<file path="config.mk">
export PLATFORM = sky130hd
export DESIGN_NAME = alu_div_seq
export DESIGN_NICKNAME = d
export VERILOG_FILES = /design/src/rtl/alu_div_seq.sv
export SDC_FILE = /design/constraint.sdc
export NUM_CORES = 1
export LEC_CHECK = 0
export CAP_MARGIN = 30
export CORE_UTILIZATION = 49
export CTS_CLUSTER_SIZE = 8
export DETAILED_ROUTE_END_ITERATION = 8
export GPL_TIMING_DRIVEN = 1
export PLACE_DENSITY = 0.8
export SYNTH_ARGS = -nofsm -noshare
export SYNTH_HDL_FRONTEND = slang
export SYNTH_SLANG_ARGS = --single-unit
</file>
<file path="constraint.sdc">
create_clock -name CLK -period 10.55 [get_ports CLK]
set_input_delay 1.5825 -clock CLK [delete_from_list [all_inputs] [get_ports CLK]]
set_output_delay 1.5825 -clock CLK [all_outputs]
set_load 0.01 [all_outputs]
</file>
<file path="src/rtl/alu_div_seq.sv">
// alu_div_seq: multi-cycle unsigned 32-bit restoring divider that borrows the
// shared datapath ALU for one trial subtraction per clock.
module alu_div_seq (
   input  logic        CLK,
   input  logic        RESET,
   input  logic        Start,
   input  logic [31:0] Dividend,
   input  logic [31:0] Divisor,
   output logic        Busy,
   output logic        Done,
   output logic [31:0] Quotient,
   output logic [31:0] Remainder,
   output logic        DivByZero,
   output logic [31:0] ALU_Src_A,
   output logic [31:0] ALU_Src_B,
   output logic [1:0]  ALU_Control,
   input  logic [31:0] ALUResult,
   input  logic [3:0]  ALUFlags
);

   localparam int unsigned WIDTH = 32;
   localparam int unsigned CNT_W = 6;

   localparam logic [1:0] S_IDLE = 2'd0;
   localparam logic [1:0] S_ITER = 2'd1;
   localparam logic [1:0] S_DONE = 2'd2;

   localparam logic [1:0] ALU_ADD = 2'b00;
   localparam logic [1:0] ALU_SUB = 2'b01;

   localparam logic [CNT_W-1:0] LAST_ITER = CNT_W'(WIDTH - 1);

   logic [1:0]       state_q, state_d;
   logic [WIDTH-1:0] r_q, r_d;
   logic [WIDTH-1:0] q_q, q_d;
   logic [WIDTH-1:0] d_q, d_d;
   logic [CNT_W-1:0] cnt_q, cnt_d;
   logic             busy_q, busy_d;
   logic             done_q, done_d;
   logic [WIDTH-1:0] quot_q, quot_d;
   logic [WIDTH-1:0] rem_q, rem_d;
   logic             dbz_q, dbz_d;
   logic [WIDTH-1:0] alu_a_q, alu_a_d;
   logic [WIDTH-1:0] alu_b_q, alu_b_d;
   logic [1:0]       alu_ctrl_q, alu_ctrl_d;
   logic [WIDTH-1:0] rs;

   // Only the carry flag participates in the quotient-bit decision.
   logic unused_flags;
   assign unused_flags = ^{ALUFlags[3:2], ALUFlags[0]};

   // Next-state, datapath and registered-output computation.
   // ALU operands are registered one cycle ahead: the value loaded here is the
   // shifted remainder that the following ITER cycle will compare against D.
   always_comb begin
      state_d    = state_q;
      r_d        = r_q;
      q_d        = q_q;
      d_d        = d_q;
      cnt_d      = cnt_q;
      quot_d     = quot_q;
      rem_d      = rem_q;
      dbz_d      = dbz_q;
      alu_a_d    = '0;
      alu_b_d    = '0;
      alu_ctrl_d = ALU_ADD;
      rs         = {r_q[WIDTH-2:0], q_q[WIDTH-1]};

      case (state_q)
         S_IDLE: begin
            if (Start) begin
               if (Divisor != '0) begin
                  state_d    = S_ITER;
                  r_d        = '0;
                  q_d        = Dividend;
                  d_d        = Divisor;
                  cnt_d      = '0;
                  alu_a_d    = {{(WIDTH-1){1'b0}}, Dividend[WIDTH-1]};
                  alu_b_d    = Divisor;
                  alu_ctrl_d = ALU_SUB;
               end else begin
                  state_d = S_DONE;
                  quot_d  = '1;
                  rem_d   = Dividend;
                  dbz_d   = 1'b1;
               end
            end
         end

         S_ITER: begin
            // A set R msb means the shifted value exceeds 2^32 > D; the wrapped
            // ALU difference is still exact because Rs - D < 2^32.
            if (r_q[WIDTH-1] | ALUFlags[1]) begin
               r_d = ALUResult;
               q_d = {q_q[WIDTH-2:0], 1'b1};
            end else begin
               r_d = rs;
               q_d = {q_q[WIDTH-2:0], 1'b0};
            end
            cnt_d = cnt_q + CNT_W'(1);
            if (cnt_q == LAST_ITER) begin
               state_d = S_DONE;
               quot_d  = q_d;
               rem_d   = r_d;
               dbz_d   = 1'b0;
            end else begin
               alu_a_d    = {r_d[WIDTH-2:0], q_d[WIDTH-1]};
               alu_b_d    = d_q;
               alu_ctrl_d = ALU_SUB;
            end
         end

         S_DONE: begin
            state_d = S_IDLE;
         end

         default: begin
            state_d = S_IDLE;
         end
      endcase

      busy_d = (state_d != S_IDLE);
      done_d = (state_d == S_DONE);
   end

   // State and datapath registers; reset aborts any division in flight.
   always_ff @(posedge CLK or posedge RESET) begin
      if (RESET) begin
         state_q    <= S_IDLE;
         r_q        <= '0;
         q_q        <= '0;
         d_q        <= '0;
         cnt_q      <= '0;
         busy_q     <= 1'b0;
         done_q     <= 1'b0;
         quot_q     <= '0;
         rem_q      <= '0;
         dbz_q      <= 1'b0;
         alu_a_q    <= '0;
         alu_b_q    <= '0;
         alu_ctrl_q <= ALU_ADD;
      end else begin
         state_q    <= state_d;
         r_q        <= r_d;
         q_q        <= q_d;
         d_q        <= d_d;
         cnt_q      <= cnt_d;
         busy_q     <= busy_d;
         done_q     <= done_d;
         quot_q     <= quot_d;
         rem_q      <= rem_d;
         dbz_q      <= dbz_d;
         alu_a_q    <= alu_a_d;
         alu_b_q    <= alu_b_d;
         alu_ctrl_q <= alu_ctrl_d;
      end
   end

   assign Busy        = busy_q;
   assign Done        = done_q;
   assign Quotient    = quot_q;
   assign Remainder   = rem_q;
   assign DivByZero   = dbz_q;
   assign ALU_Src_A   = alu_a_q;
   assign ALU_Src_B   = alu_b_q;
   assign ALU_Control = alu_ctrl_q;

endmodule

</file>
==> flow_summary.json, run 1 <==
{
  "hold_viol_final": 0,
  "holdPathStages": 1,
  "dp_slack_ns": 5.98,
  "slew_viol_final": 0,
  "clock-root-buffer": "clkbuf_16",
  "whs_ns": 0.475,
  "power_uw": 4120,
  "timing.final.crit_share_pct": 38.5,
  "num_rows": 49,
  "viasPerCell": 5.64,
  "die-area_mm2": 0.0195,
  "drt_first_pass_iters": 5,
  "cp_max_fo": 64,
  "yosys.area.top_type": "dfrtp_1",
  "power.density_mw_per_mm2": 322,
  "worst_pin_slew_ns": 1.01,
  "hold_class": "register to register",
  "fin_nets": 1090,
  "postSynthAreaPerCell_um2": 12.2,
  "antenna_found_initial": 0,
  "seqPwrFrac_pct": 38.0,
  "required_ns": 10.91,
  "fill_cells": 1321,
  "rsz0062_at_grt": "no",
  "cts_max_level": 2,
  "comb_power_share_pct": 37.9,
  "min_period_ns": 4.06,
  "crit_slowest_cell": "buf_4",
  "setup_viol": 0,
  "postCtsSetupBuffers": 0,
  "gp_congestion": 0.823,
  "crit_arrival_ns": 4.43,
  "end_kind": "register",
  "timing.fmax_mhz": 246,
  "die_y_um": 140,
  "synth.net_count": 864,
  "drtIter0Drc": 371,
  "fin_skew_ns": 0.0138,
  "rr_worst_depth": 5,
  "grt_pass1_vias": 7366,
  "path_cells": "clkdlybuf4s50_1 -> nor4_1 -> and4_1 -> nand2_1 -> o21ai_4 -> buf_4 -> mux2_2",
  "synthTopCellsByArea": "dfrtp_1, mux2_2, nand2_1",
  "vias": 6858,
  "multi_input_area_mm2": 0.00317,
  "yosysWarnings": 0,
  "wl_per_cell_um": 19.7,
  "grt-ovfl-total": 0,
  "area_growth_pct": 37.8,
  "finalNonFillerCells": 1216,
  "path_class": "input port to register",
  "grt_max_degree": 124,
  "worstSetupStartpointType": "input port",
  "yosysUniqueCellTypes": 34,
  "dp.cells": 1177,
  "path_clk_slew_ns": 0.05,
  "synthCells": 760,
  "antennaDiodeCount": 0,
  "initial_core_util_pct": 50.9,
  "slowest_delay_ns": 0.67,
  "synth_top_area_share_pct": 63.6,
  "grt_pass1_wl_um": 39300,
  "core_area_mm2": 0.0183,
  "leakage_uw": 0.00574,
  "clock_power_share_pct": 24.1,
  "vdd_drop_max_mv": 0.248,
  "post_cts_resize_count": 0,
  "ys_seq_area_share_pct": 63.6,
  "drv_cap": 0,
  "die_w_um": 140,
  "hold_buffers": 0,
  "switchingPower_uw": 1320,
  "worst_slack_ns": 6.49,
  "cts.sinks": 236,
  "status": "complete, no violations",
  "wl_um": 23900,
  "hpwl_um": 15100,
  "ant_nets": 0,
  "numCtsBuffers": 35,
  "swShare_pct": 32.0,
  "setup_tns_ns": 0,
  "clk-insertion-delay-late_ns": 0.49,
  "intPower_uw": 2800,
  "final-seq-area_mm2": 0.00591,
  "slew_headroom_pct": 32.9,
  "ios": 236,
  "cts_tree": "yes",
  "syn_area_mm2": 0.00929,
  "port_buffers": 231,
  "ys_ff_latch": 236,
  "clockBufferDepth": 3,
  "drive_above_1_share_pct": 10.1,
  "drc": 0,
  "grt_use_total_pct": 25.5
}
## Yosys cell counts, drive strengths merged
master	count
mux2	63
o21ai	69
mux2i	32
or4	1
dfrtp	236
buf	31
inv	3
or3	3
a22o	34
o32a	1
a21oi	38
clkbuf	22
o22a	31
o41ai	1
nor2b	1
nor4	8
a221o	1
a211oi	1
o31ai	1
nand3	3
ha	1
a21o	32
nand2b	2
and2	1
nand4	2
conb	1
nand2	101
nor2	37
nor3	1
and4	2
## flip-flops by register name, summed over array words and instances (netlist names)
register / flops
ALU_Src_B: 32
r_q: 32
ALU_Control: 1
d_q: 32
state_q: 2
ALU_Src_A: 32
Remainder: 32
Quotient: 32
cnt_q: 6
DivByZero: 1
Busy: 1
Done: 1
q_q: 32
## power by group through the flow
| stage | Combinational (µW) | Clock (µW) | Sequential, µW |
|---|---|---|---|
| floorplan | 727 | 0 | 1640 |
| global placement | 1500 | 0 | 1550 |
| detailed placement | 1550 | 0 | 1570 |
| CTS | 1570 | 1010 | 1570 |
| global route | 1700 | 1050 | 1620 |
| finish | 1560 | 993 | 1570 |
## worst paths after layout
| path | from | endpoint | slack, ns |
|---|---|---|---|
| worst max register to register | state_q[0] | Remainder[20] | 7.57 |
| worst min register to register | d_q[5] | ALU_Src_B[5] | 0.47 |
| worst min-delay path | d_q[5] | ALU_Src_B[5] | 0.47 |
| worst max-delay path | Divisor[1] | Remainder[20] | 6.49 |
| max in group asynchronous | RESET | ALU_Src_A[12] | 7.57 |
| min in group asynchronous | RESET | ALU_Src_B[15] | 1.45 |
## per-stage QoR
stage / instance area, µm² / util (%)
2_1_floorplan: 9290 / -
3_3_place_gp: 11700 / 64.3
3_5_place_dp: 11800 / 64.7
4_1_cts: 12800 / 69.9
5_1_grt: 12800 / 70.1
6_report: 12800 / 70.1
## critical path: cells and delay by family
kind            cells  cell delay [ns]
mux                 1             0.42
compound gates      1             0.18
buf+inv             2             1.12
simple gates        3             1.05
## cell type report
class                      instances  area share (%)
timing repair buffer             242            19.3
sequential                       236            46.1
inverter                           3           0.147
multi-input combinational        468            24.8
clock inverter                     1           0.234
clock buffer                      37            7.23
tap                              229            2.24
## layout by cell type, fill, tap and decap left out, types with 2 or more instances in the layout
cell type	synthesis	routed
o22a_1	31	31
dfrtp_1	236	236
nor4_1	8	8
o21ai_0	35	35
mux2i_1	32	32
mux2_2	42	42
nand4_1	2	2
o21ai_1	34	33
clkdlybuf4s50_1	0	231
clkbuf_16	0	37
buf_4	8	7
inv_1	3	2
a21o_1	32	32
a21oi_1	38	37
nor2_1	37	35
and4_1	2	2
nand2_1	101	101
buf_16	0	3
mux2_1	21	21
a22o_1	34	34
or3_1	3	3
nand3_1	3	3
## per-layer routing
metal	vias to the layer above	routed length, µm	track usage [%]
met5	-	0	0
met4	0	600	8.27
met3	47	2090	8.84
met2	240	11600	41.8
met1	3436	9670	31.7
li1	3135	-	-
## logic make-up (layout without fill, tap and decap cells)
family,Yosys count,after routing,share of synthesized area (%)
buffers and inverters,56,283,2.83
AOI/OAI and AO/OA,209,209,15.1
DFF,236,236,63.6
adders and majority gates,1,1,0.135
and+or+nand+nor,162,162,7.20
muxes,95,95,11.1
other,1,1,0.0404
No activity file was read; power rests on OpenSTA's default activity.
==> run 2, diff against run 1 <==
Settings changed: CORE_UTILIZATION 49 to 44, PLACE_DENSITY 0.8 to 0.76.
Clock period 10.55 ns to 3.4 ns, I/O delays scaled along.
==> run 2 against run 1 <==
  * Flip-flop and latch count is the same
  * Critical path depth is the same
  * Clock skew shrank 0.0013 ns
  * Die area grew 11%
  * Count of clock-buffer cells in the layout is the same
  * Non-clock buffer count grew 1
  * Worst setup slack lost 5.7 ns
  * Core utilization shrank 7.3 points
  * Critical endpoint is now Remainder[21]
  * Largest cell class unchanged
==> flow_summary.json, run 2 (synthesized netlist as in run 1, its figures left out) <==
{
  "timing.fmax_mhz": 389,
  "post_cts_resize_count": 0,
  "status": "complete, no violations",
  "gp_congestion": 0.784,
  "postCtsSetupBuffers": 0,
  "drive_above_1_share_pct": 10.2,
  "hold_class": "register to register",
  "min_period_ns": 2.57,
  "clock-root-buffer": "clkbuf_16",
  "die-area_mm2": 0.0217,
  "hold_viol_final": 0,
  "area_growth_pct": 38.6,
  "cts_tree": "yes",
  "dp_slack_ns": 0.362,
  "rrSetupSlack_ns": 1.27,
  "initial_core_util_pct": 45.3,
  "die_y_um": 147,
  "r2r-start": "state_q[1]",
  "rsz0062_at_grt": "no",
  "switchingPower_uw": 4020,
  "end_kind": "register",
  "critPathCapture": "Remainder[21]",
  "crit_slowest_cell": "nor4_1",
  "final_util_pct": 62.8,
  "swShare_pct": 31.6,
  "grt-ovfl-total": 0,
  "hpwl_um": 15000,
  "worstSetupStartpointType": "input port",
  "ios": 236,
  "grt_pass1_vias": 7035,
  "intPower_uw": 8700,
  "drc": 0,
  "hold_buffers": 0,
  "drt_first_pass_iters": 4,
  "crit_cells": 7,
  "worst_pin_slew_ns": 0.989,
  "rr_worst_depth": 4,
  "ant_nets": 0,
  "drv_cap": 0,
  "wl_um": 23300,
  "setup_viol": 0,
  "comb_power_share_pct": 37.7,
  "port_buffers": 231,
  "fin_skew_ns": 0.0125,
  "path_class": "input port to register",
  "viasPerCell": 5.42,
  "holdPathStages": 1,
  "vias": 6824,
  "clock_power_share_pct": 24.2,
  "r2r-end": "Remainder[27]",
  "path_clk_slew_ns": 0.05,
  "cts.sinks": 236,
  "seqPwrFrac_pct": 38.1,
  "power.density_mw_per_mm2": 988,
  "cts_max_level": 2,
  "critical_path_buf_inv_count": 2,
  "grt_use_total_pct": 21.8,
  "critPathLaunch": "Divisor[2]",
  "die_w_um": 147,
  "cp_max_fo": 50,
  "antenna_found_initial": 0,
  "path_cells": "clkdlybuf4s50_1 -> nor4_1 -> and4_1 -> nand2_1 -> o21ai_4 -> buf_12 -> mux2_2",
  "worst_slack_ns": 0.828,
  "slowest_delay_ns": 0.54,
  "clk-insertion-delay-late_ns": 0.49,
  "timing.final.crit_share_pct": 75.7,
  "numCtsBuffers": 35,
  "antennaDiodeCount": 0,
  "wl_per_cell_um": 18.5,
  "slew_headroom_pct": 34.1,
  "leakage_uw": 0.00574,
  "clockBufferDepth": 3,
  "layout_commonest_cell": "dfrtp_1",
  "layout.cells.most_common_list": "dfrtp_1, clkdlybuf4s50_1, nand2_1",
  "core_area_mm2": 0.0205,
  "required_ns": 3.77,
  "vdd_drop_max_mv": 0.533,
  "cpLargestDelayFamily": "simple AND/OR/NAND/NOR gates",
  "num_rows": 52,
  "slew_viol_final": 0,
  "drtIter0Drc": 258,
  "fin_nets": 1091,
  "grt_max_degree": 145,
  "crit_arrival_ns": 2.94,
  "grt_pass1_wl_um": 37200
}
==> run 2: per-layer routing <==
| layer | routed length (µm) | up-vias | GRT usage [%] |
|---|---|---|---|
| met5 | 0 | - | 0 |
| met4 | 584 | 0 | 7.68 |
| met3 | 1810 | 49 | 6.71 |
| met2 | 11100 | 228 | 34.8 |
| met1 | 9820 | 3413 | 28.3 |
| li1 | - | 3134 | - |
==> run 2: per-stage QoR <==
stage / cell area [µm²] / setup TNS (ns) / hold slack, ns / instances / total power [µW]
after global placement: 11900 / 0 / 0.465 / 1219 / 9520
after detailed placement: 11900 / 0 / 0.473 / 1220 / 9720
after floorplan: 9300 / -47.64 / 0.455 / 760 / 7360
after global routing: 12900 / 0 / 0.498 / 1258 / 13500
final: 12900 / 0 / 0.481 / 1258 / 12700
after CTS: 12900 / 0 / 0.484 / 1258 / 12900
==> run 2: worst reg2reg max path, delay by kind of cell (launching register included) <==
family | cells | cell delay [ns]
AO/OA/AOI/OAI | 1 | 0.13
flip-flops | 1 | 0.46
multiplexers | 1 | 0.33
AND/OR/NAND/NOR | 2 | 1.08
==> run 2: area by class of cell <==
class,count,area [µm²]
clock buffer,37,926
clock inverter,1,30.0
fill,1636,7620
inverter,3,15.0
multi-input combinational,468,3170
sequential,236,5910
tap,270,338
timing repair buffer,243,2490
==> run 2: worst min-delay path by stage <==
stage | from | to | slack (ns)
final | d_q[20] | ALU_Src_B[20] | 0.48
after global routing | d_q[9] | ALU_Src_B[9] | 0.50
after CTS | d_q[10] | ALU_Src_B[10] | 0.48
after detailed placement | d_q[10] | ALU_Src_B[10] | 0.47
after global placement | DivByZero | DivByZero | 0.47
after floorplan | r_q[0] | r_q[0] | 0.46
==> run 2: power by group through the flow <==
stage	clock network [µW]	logic [µW]	registers, µW
2_1_floorplan	0	2260	5100
3_3_place_gp	0	4690	4830
3_5_place_dp	0	4840	4880
4_1_cts	3150	4870	4850
5_1_grt	3270	5210	4990
6_report	3080	4790	4840
